### config.mk
export PLATFORM = sky130hd
export DESIGN_NAME = gtx_div_reset_seq_mc_flat
export DESIGN_NICKNAME = d
export VERILOG_FILES = /design/src/rtl/gtx_div_reset_seq_mc_if.sv /design/src/rtl/gtx_div_reset_seq_mc.sv /design/src/flat_wrapper.sv
export SDC_FILE = /design/constraint.sdc
export NUM_CORES = 1
export LEC_CHECK = 0
export BUFFER_PORTS_ARGS = -buffer_cell sky130_fd_sc_hd__buf_4
export CORE_MARGIN = 2
export CORE_UTILIZATION = 60
export CTS_CLUSTER_DIAMETER = 200
export DETAILED_ROUTE_END_ITERATION = 16
export PLACE_DENSITY = 0.76
export SYNTH_ARGS = -nofsm -noshare
export SYNTH_HDL_FRONTEND = slang
export SYNTH_SLANG_ARGS = --single-unit
### constraint.sdc
create_clock -name clk -period 3.4 [get_ports clk]
set_input_delay 1.02 -clock clk [delete_from_list [all_inputs] [get_ports clk]]
set_output_delay 1.02 -clock clk [all_outputs]
set_load 0.02 [all_outputs]
### src/rtl/gtx_div_reset_seq_mc_if.sv
// GTX divider reset sequencer bus: lock/rate/enable in,
// GTXTEST drive and status out.
interface gtx_div_reset_seq_mc_if #(
    parameter int NCH = 4
);
    logic [NCH-1:0] plllkdet;
    logic [NCH-1:0] tx_rate;
    logic           ena;
    logic [NCH-1:0] restart;
    logic [NCH-1:0] gtxtest_bit1;
    logic [NCH-1:0] gtxtest_done;
    logic           all_done;
    logic           busy;

    modport master (
        output plllkdet, tx_rate, ena, restart,
        input  gtxtest_bit1, gtxtest_done, all_done, busy
    );

    modport slave (
        input  plllkdet, tx_rate, ena, restart,
        output gtxtest_bit1, gtxtest_done, all_done, busy
    );
endinterface

### src/rtl/gtx_div_reset_seq_mc.sv
// Multi-channel GTX TX clock-divider reset sequencer:
// lock wait, NPULSE GTXTEST[1] pulses, done flag per channel.
module gtx_div_reset_seq_mc #(
    parameter int NCH       = 4,
    parameter int LOCK_WAIT = 1024,
    parameter int PULSE_LEN = 256,
    parameter int GAP_LEN   = 256,
    parameter int NPULSE    = 2,
    parameter int CNT_W     = 11
) (
    input  logic                   clk,
    input  logic                   rst_n,
    gtx_div_reset_seq_mc_if.slave  bus
);
    localparam int PN_W = (NPULSE > 1) ? $clog2(NPULSE) : 1;
    localparam logic [CNT_W-1:0] LW_T = CNT_W'(LOCK_WAIT - 1);
    localparam logic [CNT_W-1:0] PL_T = CNT_W'(PULSE_LEN - 1);
    localparam logic [CNT_W-1:0] GL_T = CNT_W'(GAP_LEN - 1);
    localparam logic [PN_W-1:0]  PN_T = PN_W'(NPULSE - 1);

    typedef enum logic [2:0] {
        IDLE, WAIT, PULSE, GAP, DONE
    } state_t;

    logic [NCH-1:0] sync1;
    logic [NCH-1:0] lk_s;
    logic [NCH-1:0] rate_q;
    logic [NCH-1:0] qual;
    logic [NCH-1:0] kick;
    logic [NCH-1:0] bit1;
    logic [NCH-1:0] done;
    logic [NCH-1:0] busy_ch;
    logic           all_done_q;
    logic           busy_q;

    // PLLLKDET is asynchronous to clk; TX_RATE is already synchronous
    always_ff @(posedge clk or negedge rst_n) begin
        if (!rst_n) begin
            sync1  <= '0;
            lk_s   <= '0;
            rate_q <= '0;
        end else begin
            sync1  <= bus.plllkdet;
            lk_s   <= sync1;
            rate_q <= bus.tx_rate;
        end
    end

    assign qual = lk_s & {NCH{bus.ena}};
    assign kick = (bus.tx_rate ^ rate_q) | bus.restart;

    for (genvar i = 0; i < NCH; i++) begin : g_ch
        state_t           st;
        state_t           nxt;
        logic [CNT_W-1:0] cnt;
        logic [CNT_W-1:0] cnt_n;
        logic [PN_W-1:0]  pnum;
        logic [PN_W-1:0]  pnum_n;
        logic             bit1_q;
        logic             done_q;

        // abort beats kick beats normal sequencing
        always_comb begin
            nxt    = st;
            cnt_n  = cnt;
            pnum_n = pnum;
            if (!qual[i]) begin
                nxt    = IDLE;
                cnt_n  = '0;
                pnum_n = '0;
            end else if (kick[i] && st != IDLE) begin
                nxt    = WAIT;
                cnt_n  = '0;
                pnum_n = '0;
            end else begin
                unique case (st)
                    IDLE: begin
                        nxt   = WAIT;
                        cnt_n = '0;
                    end
                    WAIT: begin
                        if (cnt == LW_T) begin
                            nxt    = PULSE;
                            cnt_n  = '0;
                            pnum_n = '0;
                        end else begin
                            cnt_n = cnt + 1'b1;
                        end
                    end
                    PULSE: begin
                        if (cnt == PL_T) begin
                            cnt_n = '0;
                            nxt   = (pnum == PN_T) ? DONE : GAP;
                        end else begin
                            cnt_n = cnt + 1'b1;
                        end
                    end
                    GAP: begin
                        if (cnt == GL_T) begin
                            nxt    = PULSE;
                            cnt_n  = '0;
                            pnum_n = pnum + 1'b1;
                        end else begin
                            cnt_n = cnt + 1'b1;
                        end
                    end
                    DONE: ;
                    default: nxt = IDLE;
                endcase
            end
        end

        always_ff @(posedge clk or negedge rst_n) begin
            if (!rst_n) begin
                st     <= IDLE;
                cnt    <= '0;
                pnum   <= '0;
                bit1_q <= 1'b0;
                done_q <= 1'b0;
            end else begin
                st     <= nxt;
                cnt    <= cnt_n;
                pnum   <= pnum_n;
                bit1_q <= (nxt == PULSE);
                done_q <= (nxt == DONE);
            end
        end

        assign bit1[i]    = bit1_q;
        assign done[i]    = done_q;
        assign busy_ch[i] = (st == WAIT) || (st == PULSE) || (st == GAP);
    end

    always_ff @(posedge clk or negedge rst_n) begin
        if (!rst_n) begin
            all_done_q <= 1'b0;
            busy_q     <= 1'b0;
        end else begin
            all_done_q <= &done;
            busy_q     <= |busy_ch;
        end
    end

    assign bus.gtxtest_bit1 = bit1;
    assign bus.gtxtest_done = done;
    assign bus.all_done     = all_done_q;
    assign bus.busy         = busy_q;
endmodule

### src/flat_wrapper.sv
// flat-port wrapper written by rule: the top's interface ports become plain ports
module gtx_div_reset_seq_mc_flat 
#(
    parameter int NCH       = 4,
    parameter int LOCK_WAIT = 1024,
    parameter int PULSE_LEN = 256,
    parameter int GAP_LEN   = 256,
    parameter int NPULSE    = 2,
    parameter int CNT_W     = 11
)
  (clk, rst_n, bus_plllkdet, bus_tx_rate, bus_ena, bus_restart, bus_gtxtest_bit1, bus_gtxtest_done, bus_all_done, bus_busy);
  gtx_div_reset_seq_mc_if #(.NCH(NCH)) bus_i ();
  input  logic clk;
  input  logic rst_n;
  input wire logic [$bits(bus_i.plllkdet)-1:0] bus_plllkdet;
  input wire logic [$bits(bus_i.tx_rate)-1:0] bus_tx_rate;
  input wire logic [$bits(bus_i.ena)-1:0] bus_ena;
  input wire logic [$bits(bus_i.restart)-1:0] bus_restart;
  output wire logic [$bits(bus_i.gtxtest_bit1)-1:0] bus_gtxtest_bit1;
  output wire logic [$bits(bus_i.gtxtest_done)-1:0] bus_gtxtest_done;
  output wire logic [$bits(bus_i.all_done)-1:0] bus_all_done;
  output wire logic [$bits(bus_i.busy)-1:0] bus_busy;
  assign bus_i.plllkdet = bus_plllkdet;
  assign bus_i.tx_rate = bus_tx_rate;
  assign bus_i.ena = bus_ena;
  assign bus_i.restart = bus_restart;
  assign bus_gtxtest_bit1 = bus_i.gtxtest_bit1;
  assign bus_gtxtest_done = bus_i.gtxtest_done;
  assign bus_all_done = bus_i.all_done;
  assign bus_busy = bus_i.busy;
  gtx_div_reset_seq_mc #(.NCH(NCH), .LOCK_WAIT(LOCK_WAIT), .PULSE_LEN(PULSE_LEN), .GAP_LEN(GAP_LEN), .NPULSE(NPULSE), .CNT_W(CNT_W)) u_core (.clk(clk), .rst_n(rst_n), .bus(bus_i));
endmodule
[Yosys cells after proc, flatten, opt, wreduce, memory -nomap -nowiden]
Cells that the tools add are included.
Widths: inputs -> output; s select.
Word-level totals
  flip-flop bits (word level): 82
  logic and storage cells: 182
  output and inout bits: 10
Cells by class
  equality and inequality tests: 48
  add/sub/neg operators: 8
  bitwise gates (word level): 3
  mux-type cells: 68
  reductions and logical operators: 30
Operator list (number)
  $mux 11: 16
  $pmux 11 s3: 4
  $mux 3: 24
  $pmux 3 s5: 4
  $ne 4x4->1 const B: 12
  $add 11x1->11 const B: 4
  $eq 11x10->1 const B: 4
  $eq 11x8->1 const B: 4
  $eq 3x2->1 const B: 12
  $eq 3x3->1 const B: 8
  $ne 5x5->1 const B: 4
  $mux 1: 16
  $eq 3x1->1 const B: 4
  $logic_not 3->1: 4
  $reduce_and 3->1: 4
  $reduce_bool 3->1: 4
  $logic_or 1x1->1: 8
  $pmux 1 s2: 4
  $reduce_or 2->1: 4
  $add 1x1->1 const B: 4
  $and 4x4->4: 1
  $logic_and 1x1->1: 4
  $or 4x4->4: 1
  $reduce_and 4->1: 1
  2 further kinds: 2

[Logic depth before layout (Yosys ltp)]
  depth in word-level cells: 6
  depth in mapped cells: 8
  depth with buffers taken out: 6

[Least setup slack after synthesis]
OpenSTA, ideal clock, no wires.
  path type: input-to-reg
  start point: in bus_tx_rate[3]
  end point: reg u_core.g_ch[3].cnt[8]
  required time: 3.318 ns
  library setup time: 0.082 ns
  slack: 1.089 ns
  stages: 6
  arrival: 2.230 ns
  path buffers: 1
  cell sequence: xor2_1 -> or2_2 -> a2111oi_4 -> buf_6 -> a21oi_1 -> a31oi_1
Between the ends
  cells in the longest elaborated chain, start to end: 5
RTL lines
  start: declaration: line flat_wrapper.sv:16  | input wire logic [$bits(bus_i.tx_rate)-1:0] bus_tx_rate;
  $xor 4x4->4 (*): line gtx_div_reset_seq_mc.sv:50  | assign kick = (bus.tx_rate ^ rate_q) | bus.restart;
  $or 4x4->4 (*): line gtx_div_reset_seq_mc.sv:50
  $logic_and 1x1->1 (*): line gtx_div_reset_seq_mc.sv:71  | end else if (kick[i] && st != IDLE) begin
  $mux 11: line gtx_div_reset_seq_mc.sv:71
  $mux 11: line gtx_div_reset_seq_mc.sv:67  | if (!qual[i]) begin
  end signal: assignment: line gtx_div_reset_seq_mc.sv:122  | cnt <= cnt_n;
  end: declaration: line gtx_div_reset_seq_mc.sv:55  | logic [CNT_W-1:0] cnt;
Every way passes the cells marked *; elsewhere a longest branch is shown, timed or not.
A chain may end at the register's enable or synchronous reset.

[Final worst setup path]
  start point: in bus_tx_rate[2]
  end point: reg u_core.g_ch[2].cnt[8]
Between the ends
  cells in the longest elaborated chain, start to end: 5
RTL lines (line)
  $xor 4x4->4 (*): gtx_div_reset_seq_mc.sv:50
  $or 4x4->4 (*): gtx_div_reset_seq_mc.sv:50
  $logic_and 1x1->1 (*): gtx_div_reset_seq_mc.sv:71
  $mux 11: gtx_div_reset_seq_mc.sv:71
  $mux 11: gtx_div_reset_seq_mc.sv:67
  end signal: assignment: gtx_div_reset_seq_mc.sv:122
  end: declaration: gtx_div_reset_seq_mc.sv:55
Marks and branches as above.

==> run_results.csv <==
group,metric,value,unit
route,drc,0,
synth,synth_area_leaders,"dfrtp_1, a31oi_1, nand2_1",
die,row_count,31,
timing,hold_violations,0,
timing,max_slew_margin,31.7,%
global_route,grt_pass1_vias,3217,
synth,yosysUniqueCellTypes,70,
finish,layout.cells.non_filler,570,
die,initial_core_util,61.6,%
clocking,cts_buffers,9,
timing,setup_viol,0,
clocking,cts_resized,0,
die,die_h,89.8,um
synth,ys_seq_elements,82,
critical_path,critPathKind,"in2reg",
synth,synth_area_per_cell,9.60,sq um
route,firstDrtPassIters,5,
timing,clock_skew,14.4,ps
timing,fin_crit_sh,68.6,%
clocking,htree_levels,3,
die,die-width,89.8,um
timing,fin_crit,2330,ps
finish,finish.instance_area,4760,sq um
route,routed-via-count,3503,
die,die_area,8060,sq um
global_route,antenna_found_initial,0,
route,dr.first_iter.drc_count,181,
global_route,grt_pass1_wl,15.2,mm
clocking,clock-sinks,82,
clocking,holdBufCountCts,0,
placed_design,globalplace.congestion,0.851,
clocking,clk_latency,370,ps
synth,synth.cells.most_frequent,"dfrtp_1, nand2_1, nor2_1",
die,core_area,7180,sq um
finish,final_nets,485,
route,viasPerCell,6.15,
clocking,cts_tree,"built",
critical_path,critPathCaptureType,"flip-flop",
global_route,grt_usage,23.0,%
placed_design,dp.final_hpwl,5.81,mm
global_route,grt-ovfl-total,0,
placed_design,port_buffers,24,
synth,synthFlopType,"dfrtp_1",
route,drtAntennaViolNets,0,
pwr,powerDensity,382,nW/um^2
critical_path,crit_path_max_fanout,18,
clocking,post_cts_buffers,0,
synth,yosysWarnings,0,
pwr,vdd_drop_max,0.000236,V
run,drv_cap,0,
pwr,finalPower,1.82,mW
synth,seq_area_frac_synth,46.5,%
route,wirelength,8.70,mm
timing,worst_pin_slew,1020,ps
worst_hold_path,min_path_type,"reg2reg",
synth,netlist_area,4420,sq um
clocking,clk_pin_slew,100,ps
finish,n_fill_cell,577,
run_status,outcome,"complete, no violations",
timing,fmax,429,MHz
synth,synth_most_common_cell,"dfrtp_1",
critical_path,cp.arrival,2620,ps
finish,layout-drive-gt1-share,11.9,%
global_route,grt_max_degree,83,
clocking,ctsRootBufferMaster,"clkbuf_8",
synth,synth_top_cell_by_area,"dfrtp_1",
timing,rsz0062_at_grt,"no",
critical_path,cp-start-kind,"input pin",
pwr,power.leakage,2.08,nW
clocking,clock_path_buffers,2,
synth,synth_top_area_share,46.5,%
finish,syn_to_final_growth,7.88,%
placed_design,dp_cells,554,
synth,syn_nets,479,
finish,regArea,2050,sq um
synth,async_flop_share,100,%
timing,hold_ws,344,ps
finish,multi_input_area,2160,sq um
finish,num_antenna_cells,0,
die,top_level_ports,25,
synth,synth_edf_count,0,
synth,synthCells,460,
timing,setup_tns,0,ps
route,wire_per_inst,15.3,um
critical_path,worst_ep_required_time,3690,ps
placed_design,place_area,4560,sq um
timing,drv_slew,0,
==> cells by family (layout without fill, tap and decap cells) <==
family	count (synthesis)	after routing	share of synthesized area (%)
simple gates	198	198	24.9
compound gates	121	121	19.5
xor+xnor	7	7	1.39
flops	82	82	46.5
fa+ha+maj	5	5	1.36
mux	7	7	1.73
buf+inv	40	51	4.65
==> through the flow <==
step | worst slack [ps] | utilization (%)
6_report | 1070 | 66.4
5_1_grt | 869 | 66.4
4_1_cts | 1090 | 66.4
3_5_place_dp | 718 | 63.6
3_3_place_gp | 797 | 63.6
2_1_floorplan | 1090 | -
==> placed cells by master (no fill, tap or decap), types with 13 or more instances in the layout <==
cell type	synthesis	final
nor2_1	31	31
a21oi_1	20	20
a22o_1	13	13
a31oi_1	25	25
and3_1	15	15
dfrtp_1	82	82
nor3_1	20	20
buf_4	8	26
nand2_1	41	41
nand3_1	25	25
==> metal layers <==
metal  vias up  routed length, um  GRT usage [%]
met3        10                371           3.60
met1      1697               4180           33.4
met2        74               4000           34.7
met5         -                  0              0
met4         0                146           9.36
li1       1722                  -              -
==> worst paths after layout <==
path / from / to / slack [ps] / cells after the start
min in group asynchronous: rst_n / u_core.g_ch[1].cnt[4] / 770 / 1
min reg2reg: u_core.sync1[1] / u_core.lk_s[1] / 340 / 0
max in group asynchronous: rst_n / u_core.g_ch[3].cnt[4] / 1910 / 1
max reg2reg: u_core.g_ch[2].cnt[1] / u_core.g_ch[2].cnt[9] / 1150 / 6
max: bus_tx_rate[2] / u_core.g_ch[2].cnt[8] / 1070 / 6
min: u_core.sync1[1] / u_core.lk_s[1] / 340 / 0
==> power breakdown <==
part           internal (mW)  leakage [nW]  switching [mW]  total, mW
Sequential             0.986          1.11          0.0110      0.996
Combinational         0.0308         0.873          0.0515     0.0824
Clock                  0.346        0.0966           0.394      0.740
Total                   1.36          2.08           0.457       1.82
==> sequential cells by signal, summed over array words and instances (netlist names) <==
| signal | count |
|---|---|
| u_core.bus.all_done | 1 |
| u_core.bus.busy | 1 |
| u_core.g_ch.bit1_q | 4 |
| u_core.g_ch.cnt | 44 |
| u_core.g_ch.done_q | 4 |
| u_core.g_ch.pnum | 4 |
| u_core.g_ch.st | 12 |
| u_core.lk_s | 4 |
| u_core.rate_q | 4 |
| u_core.sync1 | 4 |
==> cell type report <==
class	instances	share of cell area, %
clock buffer	9	2.60
clock inverter	7	1.60
inverter	9	0.709
multi-input combinational	338	45.3
sequential	82	43.1
tap	99	2.60
timing repair buffer	26	4.10
==> critical path, cell delays in order <==
cell and delay, ps:
buf_4 120, xnor2_1 350, nand4b_1 170, o22ai_2 580
o21ai_0 190, a31oi_1 190
Power figures use the tool's default switching activity.
